==> config.mk <==
export PLATFORM = sky130hd
export DESIGN_NAME = weight_load_ctrl
export DESIGN_NICKNAME = d
export VERILOG_FILES = /design/src/rtl/nn_pkg.sv /design/src/rtl/weight_addr_counter.sv /design/src/rtl/weight_load_ctrl.sv
export SDC_FILE = /design/constraint.sdc
export NUM_CORES = 1
export LEC_CHECK = 0
export BUFFER_PORTS_ARGS = -buffer_cell sky130_fd_sc_hd__buf_2
export CAP_MARGIN = 25
export CORE_MARGIN = 2
export CORE_UTILIZATION = 49
export DETAILED_ROUTE_END_ITERATION = 10
export GPL_ROUTABILITY_DRIVEN = 0
export PLACE_DENSITY = 0.75
export SYNTH_ARGS = -nofsm -noshare
export SYNTH_HDL_FRONTEND = slang
export SYNTH_SLANG_ARGS = --single-unit
==> constraint.sdc <==
create_clock -name clk -period 1.9 [get_ports clk]
set_clock_uncertainty 0.05 [all_clocks]
set_input_delay 0.38 -clock clk [delete_from_list [all_inputs] [get_ports clk]]
set_output_delay 0.38 -clock clk [all_outputs]
set_load 0.005 [all_outputs]
==> src/rtl/nn_pkg.sv <==
// rtl/nn_pkg.sv - shared types and width constants for neuron/layer blocks
package nn_pkg;

  typedef enum logic [1:0] {IDLE, LOAD, FLUSH, DONE} loadState_t;

  localparam int NN_NUM_NEURONS = 16;
  localparam int NN_NUM_WEIGHTS = 16;
  localparam int NN_ADDR_W      = 4;
  localparam int NN_DATA_W      = 16;
  localparam int NN_NEURON_W    = 4;

endpackage

==> src/rtl/weight_addr_counter.sv <==
// rtl/weight_addr_counter.sv - nested (neuron, address) wrap counter for weight loading
module weight_addr_counter
  import nn_pkg::*;
#(
  parameter int numNeurons   = NN_NUM_NEURONS,
  parameter int numWeights   = NN_NUM_WEIGHTS,
  parameter int addressWidth = NN_ADDR_W,
  parameter int neuronWidth  = NN_NEURON_W
) (
  input  logic                    clk,
  input  logic                    rst_n,
  input  logic                    clear,
  input  logic                    inc,
  output logic [addressWidth-1:0] addr,
  output logic [neuronWidth-1:0]  neuron,
  output logic                    last
);

  localparam logic [addressWidth-1:0] ADDR_MAX   = addressWidth'(numWeights - 1);
  localparam logic [neuronWidth-1:0]  NEURON_MAX = neuronWidth'(numNeurons - 1);

  assign last = (neuron == NEURON_MAX) && (addr == ADDR_MAX);

  // Holds at the final position so the last word's coordinates stay visible until the next clear.
  always_ff @(posedge clk or negedge rst_n) begin
    if (!rst_n) begin
      addr   <= '0;
      neuron <= '0;
    end else if (clear) begin
      addr   <= '0;
      neuron <= '0;
    end else if (inc && !last) begin
      if (addr == ADDR_MAX) begin
        addr   <= '0;
        neuron <= neuron + neuronWidth'(1);
      end else begin
        addr <= addr + addressWidth'(1);
      end
    end
  end

endmodule

==> src/rtl/weight_load_ctrl.sv <==
// rtl/weight_load_ctrl.sv - streams a flat run of weight words into per-neuron weight memories
module weight_load_ctrl
  import nn_pkg::*;
#(
  parameter int numNeurons   = NN_NUM_NEURONS,
  parameter int numWeights   = NN_NUM_WEIGHTS,
  parameter int addressWidth = NN_ADDR_W,
  parameter int dataWidth    = NN_DATA_W,
  parameter int neuronWidth  = NN_NEURON_W
) (
  input  logic                    clk,
  input  logic                    rst_n,
  input  logic                    start,
  input  logic                    abort,
  input  logic                    inValid,
  input  logic [dataWidth-1:0]    inData,
  output logic                    inReady,
  output logic [numNeurons-1:0]   wrEn,
  output logic [addressWidth-1:0] wrAddr,
  output logic [dataWidth-1:0]    wrData,
  output logic                    busy,
  output logic                    done,
  output logic [neuronWidth-1:0]  curNeuron,
  output logic [addressWidth-1:0] curAddr
);

  loadState_t state, next_state;
  logic       accept;
  logic       last;
  logic       clear;

  // The abort-cycle word is refused, so abort gates the handshake itself.
  assign accept = inValid && inReady && !abort;

  always_ff @(posedge clk or negedge rst_n) begin
    if (!rst_n) state <= IDLE;
    else        state <= next_state;
  end

  always_comb begin
    next_state = state;
    clear      = 1'b0;
    inReady    = 1'b0;
    busy       = 1'b1;
    done       = 1'b0;
    case (state)
      IDLE: begin
        busy = 1'b0;
        if (start) begin
          next_state = LOAD;
          clear      = 1'b1;
        end
      end
      LOAD: begin
        inReady = 1'b1;
        if (abort) begin
          next_state = IDLE;
          clear      = 1'b1;
        end else if (accept && last) begin
          next_state = FLUSH;
        end
      end
      FLUSH:   next_state = DONE;
      DONE: begin
        done       = 1'b1;
        next_state = IDLE;
      end
      default: next_state = IDLE;
    endcase
  end

  weight_addr_counter #(
    .numNeurons  (numNeurons),
    .numWeights  (numWeights),
    .addressWidth(addressWidth),
    .neuronWidth (neuronWidth)
  ) u_counter (
    .clk   (clk),
    .rst_n (rst_n),
    .clear (clear),
    .inc   (accept),
    .addr  (curAddr),
    .neuron(curNeuron),
    .last  (last)
  );

  always_ff @(posedge clk or negedge rst_n) begin
    if (!rst_n) begin
      wrEn   <= '0;
      wrAddr <= '0;
      wrData <= '0;
    end else begin
      wrEn <= accept ? (numNeurons'(1) << curNeuron) : '0;
      if (accept) begin
        wrAddr <= curAddr;
        wrData <= inData;
      end
    end
  end

endmodule

==> results by group, run 1 <==
Synth
  • Post-synth ARST share: 1.00
  • Top cells by area, synth: dfrtp_1 59%, nand2_1 12%, and3_1 4.8%, ha_1 4.5%, mux2i_1 2.5%
  • Top cell type's share of synthesized area: 0.585
  • Predominant post-synthesis flop cell: dfrtp_1
  • Number of distinct library cells after synthesis: 34
  • Mean Syn Cell Area: between 10 and 15 µm²
  • Ys Warns: 0
  • Seq/Total Area, Yosys: 0.585
  • Syn nets: between 200 and 250
  • Post-synth top cells: 61 x nand2_1, 46 x dfrtp_1, 15 x and3_1
  • Cell count after synthesis: 190
  • Post-synthesis register bit count: 46
  • Cell accounting for the most synthesized area: dfrtp_1
  • Mapped Area: ~2000 µm²
  • Number of synthesized flops with an enable pin: 0
  • Top-count cell post-synth: nand2_1

Clocking
  • CTS tree: built
  • Post-CTS sizing: 0
  • Root Driver: clkbuf_8
  • # H-tree levels: 2
  • Clk Latency, worst-skew pair: roughly 0.29 ns
  • Post-CTS Repair Setup Buffers: 0
  • CTS clk-pin slew, worst paths: 0.08 ns
  • CTS Hold Bufs: 0
  • Bufs on Longest Clock Path: 2
  • Clock Sinks: 46
  • TritonCTS buffer count: 5

Route
  • WL/cell: 12.5 µm
  • Vias per cell: slightly below 5
  • Post-DRT Antenna Nets: 0
  • Vias: about 1500
  • DRT Wirelength: 3.88 mm
  • Initial detailed-routing violation count: 90
  • DRC violations left: 0
  • DRT Pass-1 Iters: 4

Floorplan
  • Die area: 4540 µm²
  • Io pins: 68
  • Core ar.: just under 4000 µm²
  • Die X: slightly below 70 µm
  • Starting Density: 0.499
  • Die Span Y: 67.4 µm
  • Rows: 23

Power
  • Pwr Total: 0.00206 W
  • Logic pwr share: 0.153
  • Power share of the clock group: 0.291
  • Pwr/cell area: ~840 nW/µm²
  • Switching power: 0.000534 W
  • Worst VDD drop: 0.439 mV
  • Leak Pwr: 1.42 nW
  • Internal power: ~0.0015 W
  • Seq pwr share: 0.556
  • Net Sw Frac: 0.259

STA
  • Max Fclk: 0.608 GHz
  • # setup viols final: 0
  • Final Hold Vio Count: 0
  • Slew margin rel.: 0.642
  • Final min period: ~1.6 ns
  • Final slew viol count: 0
  • Min setup slack post-route: 0.255 ns
  • RSZ-0062 raised after global routing: false
  • Tcrit/Tclk final: 0.866
  • Setup TNS: 0 ns
  • Worst-margin pin slew: 0.536 ns

Critical path
  • Worst setup EP type: output pin
  • Crit-path max FO: 9
  • CP startpoint kind: flop
  • Crit Path Class: reg2out
  • Worst EP required: roughly 1.5 ns
  • CP arrival: approximately 1.2 ns

Run
  • Max-Cap Viols: 0

Placed design
  • Number of I/O port buffers: 67
  • Hpwl dp: between 2 and 3 mm
  • Dpl ws: around 0.28 ns

Global routing
  • Largest net degree at the start of global routing: 29
  • GRT Resource Usage Total: 0.178
  • Initial antenna violation count: 0
  • First-pass GRT wire length: 5.98 mm
  • Vias in the first global route: 1272
  • GRT Residual Overflow: 0

Layout
  • Core Util, Final: 0.619
  • Area growth syn-to-layout: 24.0%
  • Antenna Cells: 0
  • Fraction of layout cells with a size suffix above 1: 0.323
  • Nets: ~290

Outcome
  • Outcome: completed

Hold path
  • Hold Crit Class: in2async
## worst max-delay path, stage by stage, from the launching register on
cell and delay (ns):
dfrtp_1 0.48, or2_2 0.31, buf_2 0.13
## worst paths after layout
check,end,cells after the start,startpoint,slack (ns)
setup / recovery,busy,2,state[0]$_DFFE_PN0P_,0.26
hold / removal,u_counter.neuron[1]$_DFFE_PN0P_,1,rst_n,0.006
setup reg to reg,u_counter.addr[2]$_DFFE_PN0P_,4,u_counter.addr[0]$_DFFE_PN0P_,0.32
hold reg to reg,wrData[5]$_DFFE_PN0P_,2,wrData[5]$_DFFE_PN0P_,0.42
max in group asynchronous,u_counter.addr[2]$_DFFE_PN0P_,2,rst_n,1.28
min in group clk,wrData[6]$_DFFE_PN0P_,3,inData[6],0.22
## flip-flops by register name, summed over array words and instances (netlist names), named ones only
| register | cells |
|---|---|
| wrData | 16 |
| u_counter.addr | 4 |
| wrEn | 16 |
| wrAddr | 4 |
| state | 1 |
| u_counter.neuron | 4 |
## routing by layer
layer	GRT usage	routed length, µm	vias to the layer above
li1	-	-	766
met1	0.243	1770	708
met2	0.272	1850	47
met3	0.0483	203	5
met4	0.0663	59	0
met5	0	0	-
## cell usage in the layout (no fill, tap or decap), types with 3 or more instances in the layout
| master | instances |
|---|---|
| o21ai_0 | 10 |
| ha_1 | 7 |
| nand2_1 | 61 |
| and3_1 | 15 |
| and2_1 | 4 |
| buf_4 | 3 |
| inv_1 | 6 |
| mux2i_1 | 5 |
| buf_2 | 67 |
| clkbuf_8 | 6 |
| dfrtp_1 | 46 |
## layout make-up
| type | instances | area [µm²] |
|---|---|---|
| clock buffer | 7 | 86.3 |
| clock inverter | 1 | 5.00 |
| fill | 344 | 1500 |
| inverter | 6 | 22.5 |
| multi-input combinational | 129 | 733 |
| sequential | 46 | 1150 |
| tap | 50 | 62.6 |
| timing repair buffer | 71 | 378 |
## power groups by stage
stage | sequential, W | combinational (W) | clock [W]
after floorplan | 0.00116 | 0.000150 | 0
after global placement | 0.00116 | 0.000314 | 0
after detailed placement | 0.00116 | 0.000321 | 0
after CTS | 0.00114 | 0.000323 | 0.000621
after global routing | 0.00116 | 0.000368 | 0.000664
final | 0.00114 | 0.000315 | 0.000600
## through the flow
step / instances / hold slack, ns / cell area [µm²]
detailed placement: 302 / 0.346 / 2350
CTS: 310 / 0.0183 / 2440
global route: 310 / 0.0377 / 2440
floorplan: 190 / 0.0344 / 1970
global placement: 302 / 0.331 / 2350
finish: 310 / 0.00587 / 2440
## cells by family (layout without fill, tap and decap cells)
logic type                 after synthesis  in the layout  share of synthesized area
DFF                                     46             46                      0.585
muxes                                    6              6                     0.0324
adders and majority gates                7              7                     0.0445
buffers and inverters                   15             85                     0.0420
and+or+nand+nor                         97             97                      0.237
AOI/OAI and AO/OA                       19             19                     0.0585
No activity file was read; power rests on OpenSTA's default activity.
==> inputs of run 2 (changes only) <==
==> constraint.sdc (replaced) <==
create_clock -name clk -period 1.9 [get_ports clk]
set_clock_uncertainty 0.05 [all_clocks]
set_input_delay 0.38 -clock clk [delete_from_list [all_inputs] [get_ports clk]]
set_output_delay 0.38 -clock clk [all_outputs]
set_load 0.05 [all_outputs]
==> results by group, run 2 (synthesized netlist as in run 1, its figures left out) <==
Outcome
  • Outcome: completed (unchanged)

STA
  • Slew margin rel.: 0.650 (was 0.642)
  • Max Fclk: 0.583 GHz (was 0.608 GHz)
  • # setup viols final: 0 (unchanged)
  • Final Hold Vio Count: 0 (unchanged)
  • Worst-margin pin slew: 0.525 ns (was 0.536 ns)
  • Final slew viol count: 0 (unchanged)
  • Tcrit/Tclk final: 0.903 (was 0.866)
  • RSZ-0062 raised after global routing: false (unchanged)
  • Setup TNS: 0 ns (unchanged)
  • Final min period: 1.72 ns (was 1.64 ns)

Layout
  • Area of the multi-input gates: 733 µm² (unchanged)
  • Antenna Cells: 0 (unchanged)
  • Commonest non-fill, non-tap cell in the layout: buf_2 (unchanged)
  • Nets: 288 (was 287)
  • Fraction of layout cells with a size suffix above 1: 0.322 (was 0.323)
  • Final-layout fill cell count: 351 (was 344)
  • Core Util, Final: 0.624 (was 0.619)
  • Biggest regs: wrData (16), wrEn (16) (unchanged)
  • Most frequent cells in the layout: 67 x buf_2, 61 x nand2_1, 46 x dfrtp_1 (unchanged)
  • Area growth syn-to-layout: 25.1% (was 24.0%)
  • FF/Latch Area: 1150 µm² (unchanged)

Critical path
  • Worst EP required: 1.47 ns (about the same)
  • Delay-heaviest family, CP: flip-flops (unchanged)
  • Crit Path Class: reg2out (unchanged)
  • Worst-case reg-to-reg path depth: 4 (unchanged)
  • Critical Path, Cell by Cell: or2_2 > buf_2 (unchanged)
  • CP arrival: 1.29 ns (was 1.21 ns)
  • Crit-path max FO: 9 (unchanged)
  • Worst setup EP type: output pin (unchanged)
  • Crit-path max cell delay: 0.47 ns (was 0.48 ns)
  • Worst path slowest cell: dfrtp_1 (unchanged)
  • Bufs and invs on worst path: 1 (unchanged)
  • Flop-to-flop setup slack: 0.37 ns (was 0.32 ns)
  • R2R Path End: wrData[10]$_DFFE_PN0P_ (was u_counter.addr[2]$_DFFE_PN0P_)
  • CP startpoint kind: flop (unchanged)

Placed design
  • Hpwl dp: 2.70 mm (was 2.71 mm)
  • Number of I/O port buffers: 67 (unchanged)

Clocking
  • Post-CTS Repair Setup Buffers: 0 (unchanged)
  • Post-CTS sizing: 0 (unchanged)
  • # H-tree levels: 2 (unchanged)
  • CTS Hold Bufs: 0 (unchanged)
  • CTS tree: built (unchanged)
  • CTS clk-pin slew, worst paths: 0.08 ns (about the same)
  • Clk Latency, worst-skew pair: 0.29 ns (about the same)
  • TritonCTS buffer count: 5 (unchanged)
  • Clock Sinks: 46 (unchanged)
  • Root Driver: clkbuf_8 (unchanged)
  • Bufs on Longest Clock Path: 2 (unchanged)

Route
  • DRT Wirelength: 3.75 mm (was 3.88 mm)
  • Initial detailed-routing violation count: 98 (was 90)
  • DRT Pass-1 Iters: 4 (unchanged)
  • DRC violations left: 0 (unchanged)
  • Vias per cell: 4.88 (was 4.92)
  • WL/cell: 12.1 µm (was 12.5 µm)
  • Vias: 1517 (was 1526)
  • Post-DRT Antenna Nets: 0 (unchanged)

Run
  • Max-Cap Viols: 0 (unchanged)

Global routing
  • Initial antenna violation count: 0 (unchanged)
  • Largest net degree at the start of global routing: 26 (was 29)
  • GRT Residual Overflow: 0 (unchanged)
  • Vias in the first global route: 1338 (was 1272)
  • First-pass GRT wire length: 6.13 mm (was 5.98 mm)
  • GRT Resource Usage Total: 0.181 (was 0.178)

Power
  • Worst VDD drop: 0.457 mV (was 0.439 mV)
  • Leak Pwr: 1.43 nW (was 1.42 nW)
  • Pwr/cell area: 1030 nW/µm² (was 845 nW/µm²)

Hold path
  • Hold Crit Class: in2async (unchanged)

Floorplan
  • Io pins: 68 (unchanged)
  • Die Span Y: 67.4 µm (unchanged)
  • Starting Density: 0.499 (unchanged)
  • Die area: 4540 µm² (unchanged)
  • Rows: 23 (unchanged)
  • Die X: 67.4 µm (unchanged)
  • Core ar.: 3940 µm² (unchanged)
## run 2: cell count changes in the layout (fill, tap and decap cells not counted), sizes merged
cell / before / now
buf: 71 / 72
bufinv: 0 / 1
clkinv: 1 / 0
## run 2: power breakdown
part	internal, W	total, W	switching, W	leakage [nW]
Clock	0.000393	0.000691	0.000298	0.0524
Sequential	0.00108	0.00114	0.0000628	0.614
Combinational	0.000157	0.000696	0.000538	0.765
## run 2: worst register-to-register path, cell delays in order, from the launching register on
cell	delay, ns
dfrtp_1	0.43
nand4bb_1	0.44
buf_4	0.35
nand2_1	0.11
nand2_1	0.06
## run 2: worst max-delay path by stage
stage / start / end / cells after the start / slack, ns
floorplan: u_counter.addr[0]$_DFFE_PN0P_ / u_counter.addr[2]$_DFFE_PN0P_ / 4 / 0.16
detailed placement: abort / wrAddr[2]$_DFFE_PN0P_ / 5 / 0.32
finish: state[0]$_DFFE_PN0P_ / busy / 2 / 0.18
global placement: abort / wrAddr[2]$_DFFE_PN0P_ / 5 / 0.35
CTS: state[0]$_DFFE_PN0P_ / busy / 2 / 0.17
global route: state[0]$_DFFE_PN0P_ / busy / 2 / 0.12
## run 2: per-stage QoR
step | total power [W] | worst slack, ns | hold WS, ns | instance area (µm²) | cells
6_report | 0.00253 | 0.184 | 0.00878 | 2460 | 311
2_1_floorplan | 0.00168 | 0.163 | 0.0344 | 1970 | 190
4_1_cts | 0.00256 | 0.168 | 0.0181 | 2460 | 311
3_3_place_gp | 0.00185 | 0.349 | 0.333 | 2350 | 303
5_1_grt | 0.00268 | 0.117 | 0.0355 | 2460 | 311
3_5_place_dp | 0.00186 | 0.323 | 0.344 | 2350 | 303
## run 2: area by class of cell
class                   instances  share of cell area
clock buffers                   7              0.0310
well taps                      50              0.0254
repair buffers                 72               0.157
multi-input cells             129               0.298
flip-flops and latches         46               0.468
clock inverters                 1              0.0122
inverters                       6             0.00915
## run 2: per-layer routing
layer	GRT usage	wire length (µm)	up-vias
li1	-	-	765
met1	0.241	1660	704
met2	0.281	1830	41
met3	0.0533	208	7
met4	0.0689	63	0
met5	0	0	-
==> inputs of run 3 (changes only) <==
- MAX_ROUTING_LAYER: default -> met4
==> results by group, run 3 (synthesized netlist as in run 1, its figures left out) <==
Outcome
  • Outcome: completed (unchanged)

Floorplan
  • Io pins: 68 (unchanged)
  • Starting Density: 0.499 (unchanged)
  • Rows: 23 (unchanged)
  • Die Span Y: 67.4 µm (unchanged)
  • Die area: 4540 µm² (unchanged)
  • Core ar.: 3940 µm² (unchanged)
  • Die X: 67.4 µm (unchanged)

Critical path
  • CP arrival: 1.28 ns (was 1.29 ns)
  • Worst-case reg-to-reg path depth: 4 (unchanged)
  • Worst setup EP type: output pin (unchanged)
  • Critical Path, Cell by Cell: or2_2 > buf_2 (unchanged)
  • Crit-path max cell delay: 0.47 ns (about the same)
  • Setup crit end: busy (unchanged)
  • Crit-path max FO: 9 (unchanged)
  • Critical path startpoint: state[0]$_DFFE_PN0P_ (unchanged)
  • Worst EP required: 1.47 ns (about the same)
  • Crit Path Class: reg2out (unchanged)
  • Worst path slowest cell: dfrtp_1 (unchanged)
  • Flop-to-flop setup slack: 0.37 ns (about the same)
  • CP startpoint kind: flop (unchanged)
  • R2R Path End: wrData[10]$_DFFE_PN0P_ (unchanged)

STA
  • Tcrit/Tclk final: 0.902 (was 0.903)
  • Final min period: 1.71 ns (was 1.72 ns)
  • Max Fclk: 0.583 GHz (about the same)
  • Slew margin rel.: 0.650 (about the same)
  • # setup viols final: 0 (unchanged)
  • RSZ-0062 raised after global routing: false (unchanged)
  • Final Hold Vio Count: 0 (unchanged)
  • Final slew viol count: 0 (unchanged)
  • Setup TNS: 0 ns (unchanged)
  • Worst-margin pin slew: 0.525 ns (about the same)

Global routing
  • First-pass GRT wire length: 6.13 mm (about the same)
  • Initial antenna violation count: 0 (unchanged)
  • GRT Resource Usage Total: 0.185 (was 0.181)
  • Vias in the first global route: 1341 (was 1338)
  • Largest net degree at the start of global routing: 26 (unchanged)
  • GRT Residual Overflow: 0 (unchanged)

Layout
  • Nets: 288 (unchanged)
  • Final-layout fill cell count: 351 (unchanged)
  • Area growth syn-to-layout: 25.1% (unchanged)
  • Fraction of layout cells with a size suffix above 1: 0.322 (unchanged)
  • Most frequent cells in the layout: 67 x buf_2, 61 x nand2_1, 46 x dfrtp_1 (unchanged)
  • Antenna Cells: 0 (unchanged)
  • Commonest non-fill, non-tap cell in the layout: buf_2 (unchanged)
  • Biggest regs: wrData (16), wrEn (16) (unchanged)
  • Core Util, Final: 0.624 (unchanged)

Clocking
  • Clk Latency, worst-skew pair: 0.29 ns (about the same)
  • CTS tree: built (unchanged)
  • TritonCTS buffer count: 5 (unchanged)
  • CTS Hold Bufs: 0 (unchanged)
  • CTS clk-pin slew, worst paths: 0.08 ns (about the same)
  • # H-tree levels: 2 (unchanged)
  • Root Driver: clkbuf_8 (unchanged)
  • Post-CTS sizing: 0 (unchanged)
  • Bufs on Longest Clock Path: 2 (unchanged)
  • Clock Sinks: 46 (unchanged)
  • Post-CTS Repair Setup Buffers: 0 (unchanged)

Route
  • WL/cell: 12.1 µm (about the same)
  • DRT Pass-1 Iters: 4 (unchanged)
  • DRC violations left: 0 (unchanged)
  • Vias per cell: 4.87 (was 4.88)
  • Initial detailed-routing violation count: 96 (was 98)
  • DRT Wirelength: 3.75 mm (about the same)
  • Vias: 1516 (was 1517)
  • Post-DRT Antenna Nets: 0 (unchanged)

Power
  • Pwr/cell area: 1030 nW/µm² (about the same)
  • Worst VDD drop: 0.457 mV (about the same)
  • Leak Pwr: 1.43 nW (unchanged)

Placed design
  • Number of I/O port buffers: 67 (unchanged)
  • Hpwl dp: 2.70 mm (unchanged)

Hold path
  • Hold Crit Class: in2async (unchanged)

Run
  • Max-Cap Viols: 0 (unchanged)
[run 3: critical path: cells and delay by family (launching register included)]
kind | cells | cell delay, ns
buffers and inverters | 1 | 0.21
flip-flops | 1 | 0.47
AND/OR/NAND/NOR | 1 | 0.31
[run 3: area by class of cell]
| cell class | count | area (µm²) | share of cell area |
|---|---|---|---|
| Clock buffer | 7 | 76.3 | 0.0310 |
| Clock inverter | 1 | 30.0 | 0.0122 |
| Inverter | 6 | 22.5 | 0.00915 |
| Multi-Input combinational cell | 129 | 733 | 0.298 |
| Sequential cell | 46 | 1150 | 0.468 |
| Tap cell | 50 | 62.6 | 0.0254 |
| Timing Repair Buffer | 72 | 385 | 0.157 |
[run 3: worst min path at each step]
stage,from,endpoint,slack [ns],cells past startpoint
finish,rst_n,state[0]$_DFFE_PN0P_,0.01,1
global route,rst_n,wrAddr[3]$_DFFE_PN0P_,0.04,1
CTS,rst_n,wrAddr[3]$_DFFE_PN0P_,0.02,1
detailed placement,rst_n,state[0]$_DFFE_PN0P_,0.34,1
global placement,rst_n,state[0]$_DFFE_PN0P_,0.33,1
floorplan,rst_n,async pin,0.03,0
[run 3: where the power goes]
group          total [W]  switching, W  leakage [nW]  internal (W)
Combinational   0.000696      0.000538         0.765      0.000157
Sequential       0.00114     0.0000628         0.614       0.00108
Clock           0.000692      0.000298        0.0524      0.000393
Total            0.00253      0.000899          1.43       0.00163
[run 3: per-stage QoR]
stage | power, W | cell area [µm²] | setup slack [ns] | std cells | hold WS, ns
final | 0.00253 | 2460 | 0.186 | 311 | 0.0111
after global routing | 0.00268 | 2460 | 0.120 | 311 | 0.0382
after CTS | 0.00256 | 2460 | 0.168 | 311 | 0.0181
after detailed placement | 0.00186 | 2350 | 0.323 | 303 | 0.344
after global placement | 0.00185 | 2350 | 0.349 | 303 | 0.333
after floorplan | 0.00168 | 1970 | 0.163 | 190 | 0.0344
[run 3: routing by layer]
metal  wire (µm)  GRT usage
met1        1660      0.242
met2        1850      0.280
met3         204     0.0483
met4          40     0.0689
met5           0          -
